===== config.mk =====
export PLATFORM = sky130hd
export DESIGN_NAME = prog_rom_monitor_flat
export DESIGN_NICKNAME = d
export VERILOG_FILES = /design/src/rtl/prog_rom_monitor_if.sv /design/src/rtl/prog_rom_monitor.sv /design/src/flat_wrapper.sv
export SDC_FILE = /design/constraint.sdc
export NUM_CORES = 2
export LEC_CHECK = 0
export BUFFER_PORTS_ARGS = -buffer_cell sky130_fd_sc_hd__buf_2
export CORE_MARGIN = 2
export CORE_UTILIZATION = 40
export DETAILED_ROUTE_END_ITERATION = 10
export PLACE_DENSITY_LB_ADDON = 0.25
export SETUP_SLACK_MARGIN = 0.5
export SKIP_LAST_GASP = 1
export SLEW_MARGIN = 10
export SYNTH_ARGS = -nofsm -noshare
export SYNTH_HDL_FRONTEND = slang
export SYNTH_SLANG_ARGS = --single-unit

===== constraint.sdc =====
create_clock -name clk -period 4.57 [get_ports clk]
set_clock_uncertainty 0.05 [all_clocks]
set_input_delay 0.2285 -clock clk [delete_from_list [all_inputs] [get_ports clk]]
set_output_delay 0.2285 -clock clk [all_outputs]
set_load 0.005 [all_outputs]

===== src/rtl/prog_rom_monitor_if.sv =====
// Instruction bus between a Harvard CPU fetch port and the program ROM.
//   instr_address   CPU fetch byte address
//   instr_readdata  fetched instruction word (combinational)
// master: CPU side (drives address); slave: ROM side (returns data).
interface prog_rom_monitor_if;
    logic [31:0] instr_address;
    logic [31:0] instr_readdata;

    modport master (output instr_address, input instr_readdata);
    modport slave  (input instr_address, output instr_readdata);
endinterface


===== src/rtl/prog_rom_monitor.sv =====
// Instruction ROM plus run monitor for Harvard CPU benches.
// Programs are written through the load port while idle or done, fetches are served
// combinationally, and a run FSM detects the jump to HALT_ADDR, waits SETTLE enabled
// cycles, then compares register_v0 against expected_v0.
// Ports:
//   clk, reset (async, active-low)  clock and reset; ROM contents survive reset
//   clk_enable                      FSM and counters advance only when high
//   start                           begin a run from IDLE or DONE
//   load_en/load_addr/load_data     ROM write port
//   expected_v0, register_v0        result comparison at end of settle window
//   instr_bus (slave)               CPU instruction fetch bus
//   done, pass, fail_code           run result (fail: 1 mismatch, 2 timeout, 3 fetch fault)
//   cycle_count                     enabled RUN cycles before halt or failure
module prog_rom_monitor #(
    parameter logic [31:0] ADDR_BASE = 32'hBFC00000,
    parameter int unsigned DEPTH     = 64,
    parameter logic [31:0] HALT_ADDR = 32'h00000000,
    parameter int unsigned TIMEOUT   = 1000,
    parameter int unsigned SETTLE    = 2,
    localparam int unsigned AW       = $clog2(DEPTH)
) (
    input  logic                     clk,
    input  logic                     reset,
    input  logic                     clk_enable,
    input  logic                     start,
    input  logic                     load_en,
    input  logic [AW-1:0]            load_addr,
    input  logic [31:0]              load_data,
    input  logic [31:0]              expected_v0,
    input  logic [31:0]              register_v0,
    prog_rom_monitor_if.slave        instr_bus,
    output logic                     done,
    output logic                     pass,
    output logic [1:0]               fail_code,
    output logic [31:0]              cycle_count
);

    typedef enum logic [1:0] {StIdle, StRun, StSettle, StDone} state_e;

    localparam logic [1:0]  FailNone     = 2'd0;
    localparam logic [1:0]  FailMismatch = 2'd1;
    localparam logic [1:0]  FailTimeout  = 2'd2;
    localparam logic [1:0]  FailFetch    = 2'd3;
    localparam logic [31:0] TimeoutLast  = 32'(TIMEOUT - 1);
    localparam logic [3:0]  SettleLast   = 4'(SETTLE - 1);

    state_e      state_q, state_d;
    logic [31:0] cycle_count_q, cycle_count_d;
    logic [3:0]  settle_q, settle_d;
    logic        done_q, done_d;
    logic        pass_q, pass_d;
    logic [1:0]  fail_code_q, fail_code_d;

    logic [31:0] rom_q [DEPTH];

    // Fetch decode. The subtraction wraps for addresses below ADDR_BASE, which
    // lands them far out of range and so correctly reports a miss.
    logic [31:0]   offset;
    logic [AW-1:0] rom_idx;
    logic          is_halt;
    logic          fetch_hit;
    logic          fetch_miss;

    always_comb begin
        offset     = instr_bus.instr_address - ADDR_BASE;
        rom_idx    = offset[AW+1:2];
        is_halt    = (instr_bus.instr_address == HALT_ADDR);
        fetch_hit  = (offset[1:0] == 2'b00) && ({2'b00, offset[31:2]} < 32'(DEPTH));
        fetch_miss = !fetch_hit && !is_halt;
    end

    assign instr_bus.instr_readdata = (fetch_hit && !is_halt) ? rom_q[rom_idx] : 32'h0;

    // Loads are not gated by clk_enable; the ROM is deliberately left out of reset
    // so a program survives an aborted run.
    always_ff @(posedge clk) begin
        if (load_en && (state_q == StIdle || state_q == StDone)) begin
            rom_q[load_addr] <= load_data;
        end
    end

    always_comb begin
        state_d       = state_q;
        cycle_count_d = cycle_count_q;
        settle_d      = settle_q;
        done_d        = done_q;
        pass_d        = pass_q;
        fail_code_d   = fail_code_q;

        if (clk_enable) begin
            unique case (state_q)
                StIdle, StDone: begin
                    if (start) begin
                        state_d       = StRun;
                        cycle_count_d = 32'd0;
                        settle_d      = 4'd0;
                        done_d        = 1'b0;
                        pass_d        = 1'b0;
                        fail_code_d   = FailNone;
                    end
                end
                StRun: begin
                    // Halt wins over fault, fault wins over timeout.
                    if (is_halt) begin
                        state_d  = StSettle;
                        settle_d = 4'd0;
                    end else if (fetch_miss) begin
                        state_d     = StDone;
                        done_d      = 1'b1;
                        fail_code_d = FailFetch;
                    end else if (cycle_count_q == TimeoutLast) begin
                        state_d     = StDone;
                        done_d      = 1'b1;
                        fail_code_d = FailTimeout;
                    end else begin
                        cycle_count_d = cycle_count_q + 32'd1;
                    end
                end
                StSettle: begin
                    if (settle_q == SettleLast) begin
                        state_d = StDone;
                        done_d  = 1'b1;
                        if (register_v0 == expected_v0) begin
                            pass_d = 1'b1;
                        end else begin
                            fail_code_d = FailMismatch;
                        end
                    end else begin
                        settle_d = settle_q + 4'd1;
                    end
                end
                default: ;
            endcase
        end
    end

    always_ff @(posedge clk or negedge reset) begin
        if (!reset) begin
            state_q       <= StIdle;
            cycle_count_q <= 32'd0;
            settle_q      <= 4'd0;
            done_q        <= 1'b0;
            pass_q        <= 1'b0;
            fail_code_q   <= FailNone;
        end else begin
            state_q       <= state_d;
            cycle_count_q <= cycle_count_d;
            settle_q      <= settle_d;
            done_q        <= done_d;
            pass_q        <= pass_d;
            fail_code_q   <= fail_code_d;
        end
    end

    assign done        = done_q;
    assign pass        = pass_q;
    assign fail_code   = fail_code_q;
    assign cycle_count = cycle_count_q;

endmodule


===== src/flat_wrapper.sv =====
// flat-port wrapper written by rule: the top's interface ports become plain ports
module prog_rom_monitor_flat 
#(
    parameter logic [31:0] ADDR_BASE = 32'hBFC00000,
    parameter int unsigned DEPTH     = 64,
    parameter logic [31:0] HALT_ADDR = 32'h00000000,
    parameter int unsigned TIMEOUT   = 1000,
    parameter int unsigned SETTLE    = 2,
    localparam int unsigned AW       = $clog2(DEPTH)
)
  (clk, reset, clk_enable, start, load_en, load_addr, load_data, expected_v0, register_v0, done, pass, fail_code, cycle_count, instr_bus_instr_address, instr_bus_instr_readdata);
  prog_rom_monitor_if instr_bus_i ();
  input  logic clk;
  input  logic reset;
  input  logic clk_enable;
  input  logic start;
  input  logic load_en;
  input  logic [AW-1:0] load_addr;
  input  logic [31:0] load_data;
  input  logic [31:0] expected_v0;
  input  logic [31:0] register_v0;
  output logic done;
  output logic pass;
  output logic [1:0] fail_code;
  output logic [31:0] cycle_count;
  input wire logic [$bits(instr_bus_i.instr_address)-1:0] instr_bus_instr_address;
  output wire logic [$bits(instr_bus_i.instr_readdata)-1:0] instr_bus_instr_readdata;
  assign instr_bus_i.instr_address = instr_bus_instr_address;
  assign instr_bus_instr_readdata = instr_bus_i.instr_readdata;
  prog_rom_monitor #(.ADDR_BASE(ADDR_BASE), .DEPTH(DEPTH), .HALT_ADDR(HALT_ADDR), .TIMEOUT(TIMEOUT), .SETTLE(SETTLE)) u_core (.clk(clk), .reset(reset), .clk_enable(clk_enable), .start(start), .load_en(load_en), .load_addr(load_addr), .load_data(load_data), .expected_v0(expected_v0), .register_v0(register_v0), .instr_bus(instr_bus_i), .done(done), .pass(pass), .fail_code(fail_code), .cycle_count(cycle_count));
endmodule

==> flow_summary.toml <==
[clock_network]
cts-resized-gates = 0
clkTransAtPathRegs_ns = 0.06
number_of_buffers_added_by_the_clock_tree_synthesis_step = 205
cts_max_level = 4
numClockSinks = 2090
clock_root_buffer = "clkbuf_16"
insertion_delay_ns = 0.86
clock_path_buffers = 3
tritoncts = "yes"

[pwr]
peakVddDrop_mv = 0.372
power.static_leakage_uw = 0.0295
power.density_cell_area_mw_per_mm2 = 426
fin_total_pwr_uw = 39800

[routing]
detailedRoute.firstPassIterationCount = 5
routed_wl_mm = 216
antenna_violating_nets_post_route = 0
wl_per_cell_um = 31.5
drt_iter0_markers = 4137
num_vias = 39600
vias_per_cell = 5.79
post-route-drc-count = 0

[floorplan]
io_pins = 207
die-height_um = 454
rows = 165
design.core.area_mm2 = 0.201
die_width_um = 454
starting_density_of_the_core_pct = 40.1
die_outline_area_mm2 = 0.206

[synthesis]
postSynthAreaPerCell_um2 = 22.7
flops_latches_synth = 2090
ys.flop_type = "edfxtp_1"
synthAdderAreaFrac_pct = 0.0774
synth_area_mm2 = 0.0809
synth.area.top_cells = "edfxtp_1 76%, mux4_2 16%, dfrtp_1 1.3%, nor2_1 0.60%, mux2i_1 0.56%"
synthesis.yosys.warnings = 0
synth_edf_count = 2048
synth_xor_xnor_area_share_pct = 0.563
synthDistinctLibCells = 63
synth_async_sr_flop_share_pct = 2.01
yosys.area_share.simple_pct = 2.18
synth_seq_area_share_pct = 77.3
cell_count_after_synthesis = 3565
synth-compound-area-share_pct = 2.20
dominant_combinational_cell_family_by_area_after_synthesis = "multiplexers"
synth.largest_area_cell = "edfxtp_1"
synth_mux_area_share_pct = 16.4
synth.net_count = 3709
yosysTopAreaCellShare_pct = 76.1

[global_routing]
grt_antenna_before_repair = 19
routing_usage_on_met3_pct = 3.79
overflow = 0
first_global_vias = 39900
globalRouteMet1Util_pct = 28.6
maximum_number_of_pins_on_one_net_before_global_route_repair = 70
grt_pass1_wl_mm = 305
global_route.usage.met2_pct = 34.5
grt_busiest_layer = "met2"
overall_routing_resource_usage_pct = 20.9

[sta]
final_min_period_over_clock_period_pct = 82.5
final_max_slew_viol_count = 0
fmax_ghz = 0.265
period_minus_slack_ns = 3.77
timing.setup.tns_ns = 0
worstMarginPinSlew_ns = 1.29
report.final.setup_viol = 0
finalHoldViolCount = 0
timing.slew.headroom_pct = 14.3
grt_setup_unrepaired = "no"

[critical_path]
critPathArrivalTime_ns = 3.49
worst_ep_required_time_ns = 4.29
reg2reg_setup_slack_ns = 1.01
r2r_cells = 7
path_max_fanout = 20
path_class = "input port to output port"
critical_path.startpoint_type = "input port"
worst_setup_path_end_kind = "output port"

[placed_design]
gp_congestion = 0.800
io_buffers = 206
placed_cell_area_mm2 = 0.0868
dp.final_hpwl_mm = 128

[finish]
layout.cell_area.non_filler_mm2 = 0.0936
nets = 4141
layout.core_utilization_pct = 46.4
final_layout_size_suffix_gt1_share_pct = 31.5
fillerInstances = 16600
areaGrowthSynthToFinish_pct = 15.7

[outcome]
outcome = "completed"

[hold_path]
worst_min_path_class = "input port to asynchronous set/reset pin"

[job]
drv_cap = 0
flip-flops by register name (all words and copies together), names as in the netlist:
signal / cells
u_core.cycle_count: 32
u_core.settle_q: 4
u_core.state_q: 2
u_core.pass: 1
u_core.fail_code: 2
u_core.done: 1
u_core.rom_q: 2048
kinds of logic after synthesis:
logic type      Yosys count
simple gates            368
flops                  2090
mux                     615
xor+xnor                 52
buf+inv                 204
fa+ha+maj                 5
compound gates          231
worst max-delay path, stage by stage:
cell and delay [ns]:
dlygate4sd3_1 0.52, buf_2 0.10, and4_1 0.21, a21boi_0 0.35
o21ai_1 0.11, buf_4 0.22, nor2_1 0.13, buf_4 0.29
nand2_1 0.30, o32ai_1 0.77, buf_2 0.24
per-layer routing:
metal  vias up  part of all wire, %
li1      16100                    -
met1     21700                   41
met2      1499                   49
met3       287                  6.6
met4         6                  2.9
met5         -                0.017
placed cells by master (no fill, tap or decap), types with 45 or more instances in the layout:
cell	instances
edfxtp_1	2048
mux4_2	567
clkbuf_16	207
buf_2	200
buf_4	128
nand2_1	72
nor2_4	66
nor2_1	64
clkinv_1	53
buf_12	53
a22oi_1	50
mux2i_1	45
power by group:
part / leakage (µW) / switching [µW] / internal, µW / total (µW)
Sequential: 0.0190 / 50.8 / 21200 / 21300
Combinational: 0.00740 / 1460 / 895 / 2360
Clock: 0.00312 / 7210 / 9000 / 16200
Total: 0.0295 / 8730 / 31100 / 39800
repair_timing:
item                       4_1_cts  5_1_grt
hold endpoints to repair       492       64
setup endpoints to repair        0        0
hold buffers                    31        1
setup buffers                    0        0
cell type report:
type / instances / area [µm²] / share of cell area, %
sequential: 2090 / 62600 / 66.8
multi-input combinational: 1271 / 17800 / 19.0
clock buffer: 249 / 5340 / 5.70
timing repair buffer: 416 / 3390 / 3.62
tap: 2672 / 3340 / 3.57
clock inverter: 122 / 1070 / 1.14
inverter: 13 / 48.8 / 0.0521
antenna: 7 / 17.5 / 0.0187
cell usage after synthesis, drive strengths merged (10+ instances only):
cell type	number
nand2	72
nor3	27
clkbuf	78
o21ai	29
mux4	567
edfxtp	2048
a22oi	50
nor4	20
nor2	131
a221o	32
a221oi	10
nor2b	17
xnor2	21
buf	113
dfrtp	42
mux2i	45
xor2	31
a21oi	32
and3	19
nand4	12
a22o	33
nand3	34
inv	13
path summary, 6_finish.rpt:
path | startpoint | endpoint
worst min register to register | u_core.done$_DFFE_PN0P_ | u_core.done$_DFFE_PN0P_
worst max-delay path | instr_bus_instr_address[23] | instr_bus_instr_readdata[1]
worst max register to register | u_core.state_q[0]$_DFFE_PN0P_ | u_core.rom_q[12][3]$_DFFE_PP_
worst min-delay path | reset | u_core.cycle_count[31]$_DFFE_PN0P_
max in group asynchronous | reset | u_core.settle_q[1]$_DFFE_PN0P_
min in group clk | load_data[12] | u_core.rom_q[48][12]$_DFFE_PP_
stage by stage:
step           cells  setup WS (ns)  hold WS (ns)
2_1_floorplan   3565           1.32        -0.117
3_3_place_gp    6430          0.943         0.398
3_5_place_dp    6430          0.975         0.417
4_1_cts         6832          0.794       0.00885
5_1_grt         6839          0.692        0.0760
6_report        6840          0.802        0.0343
Power figures use the tool's default switching activity.
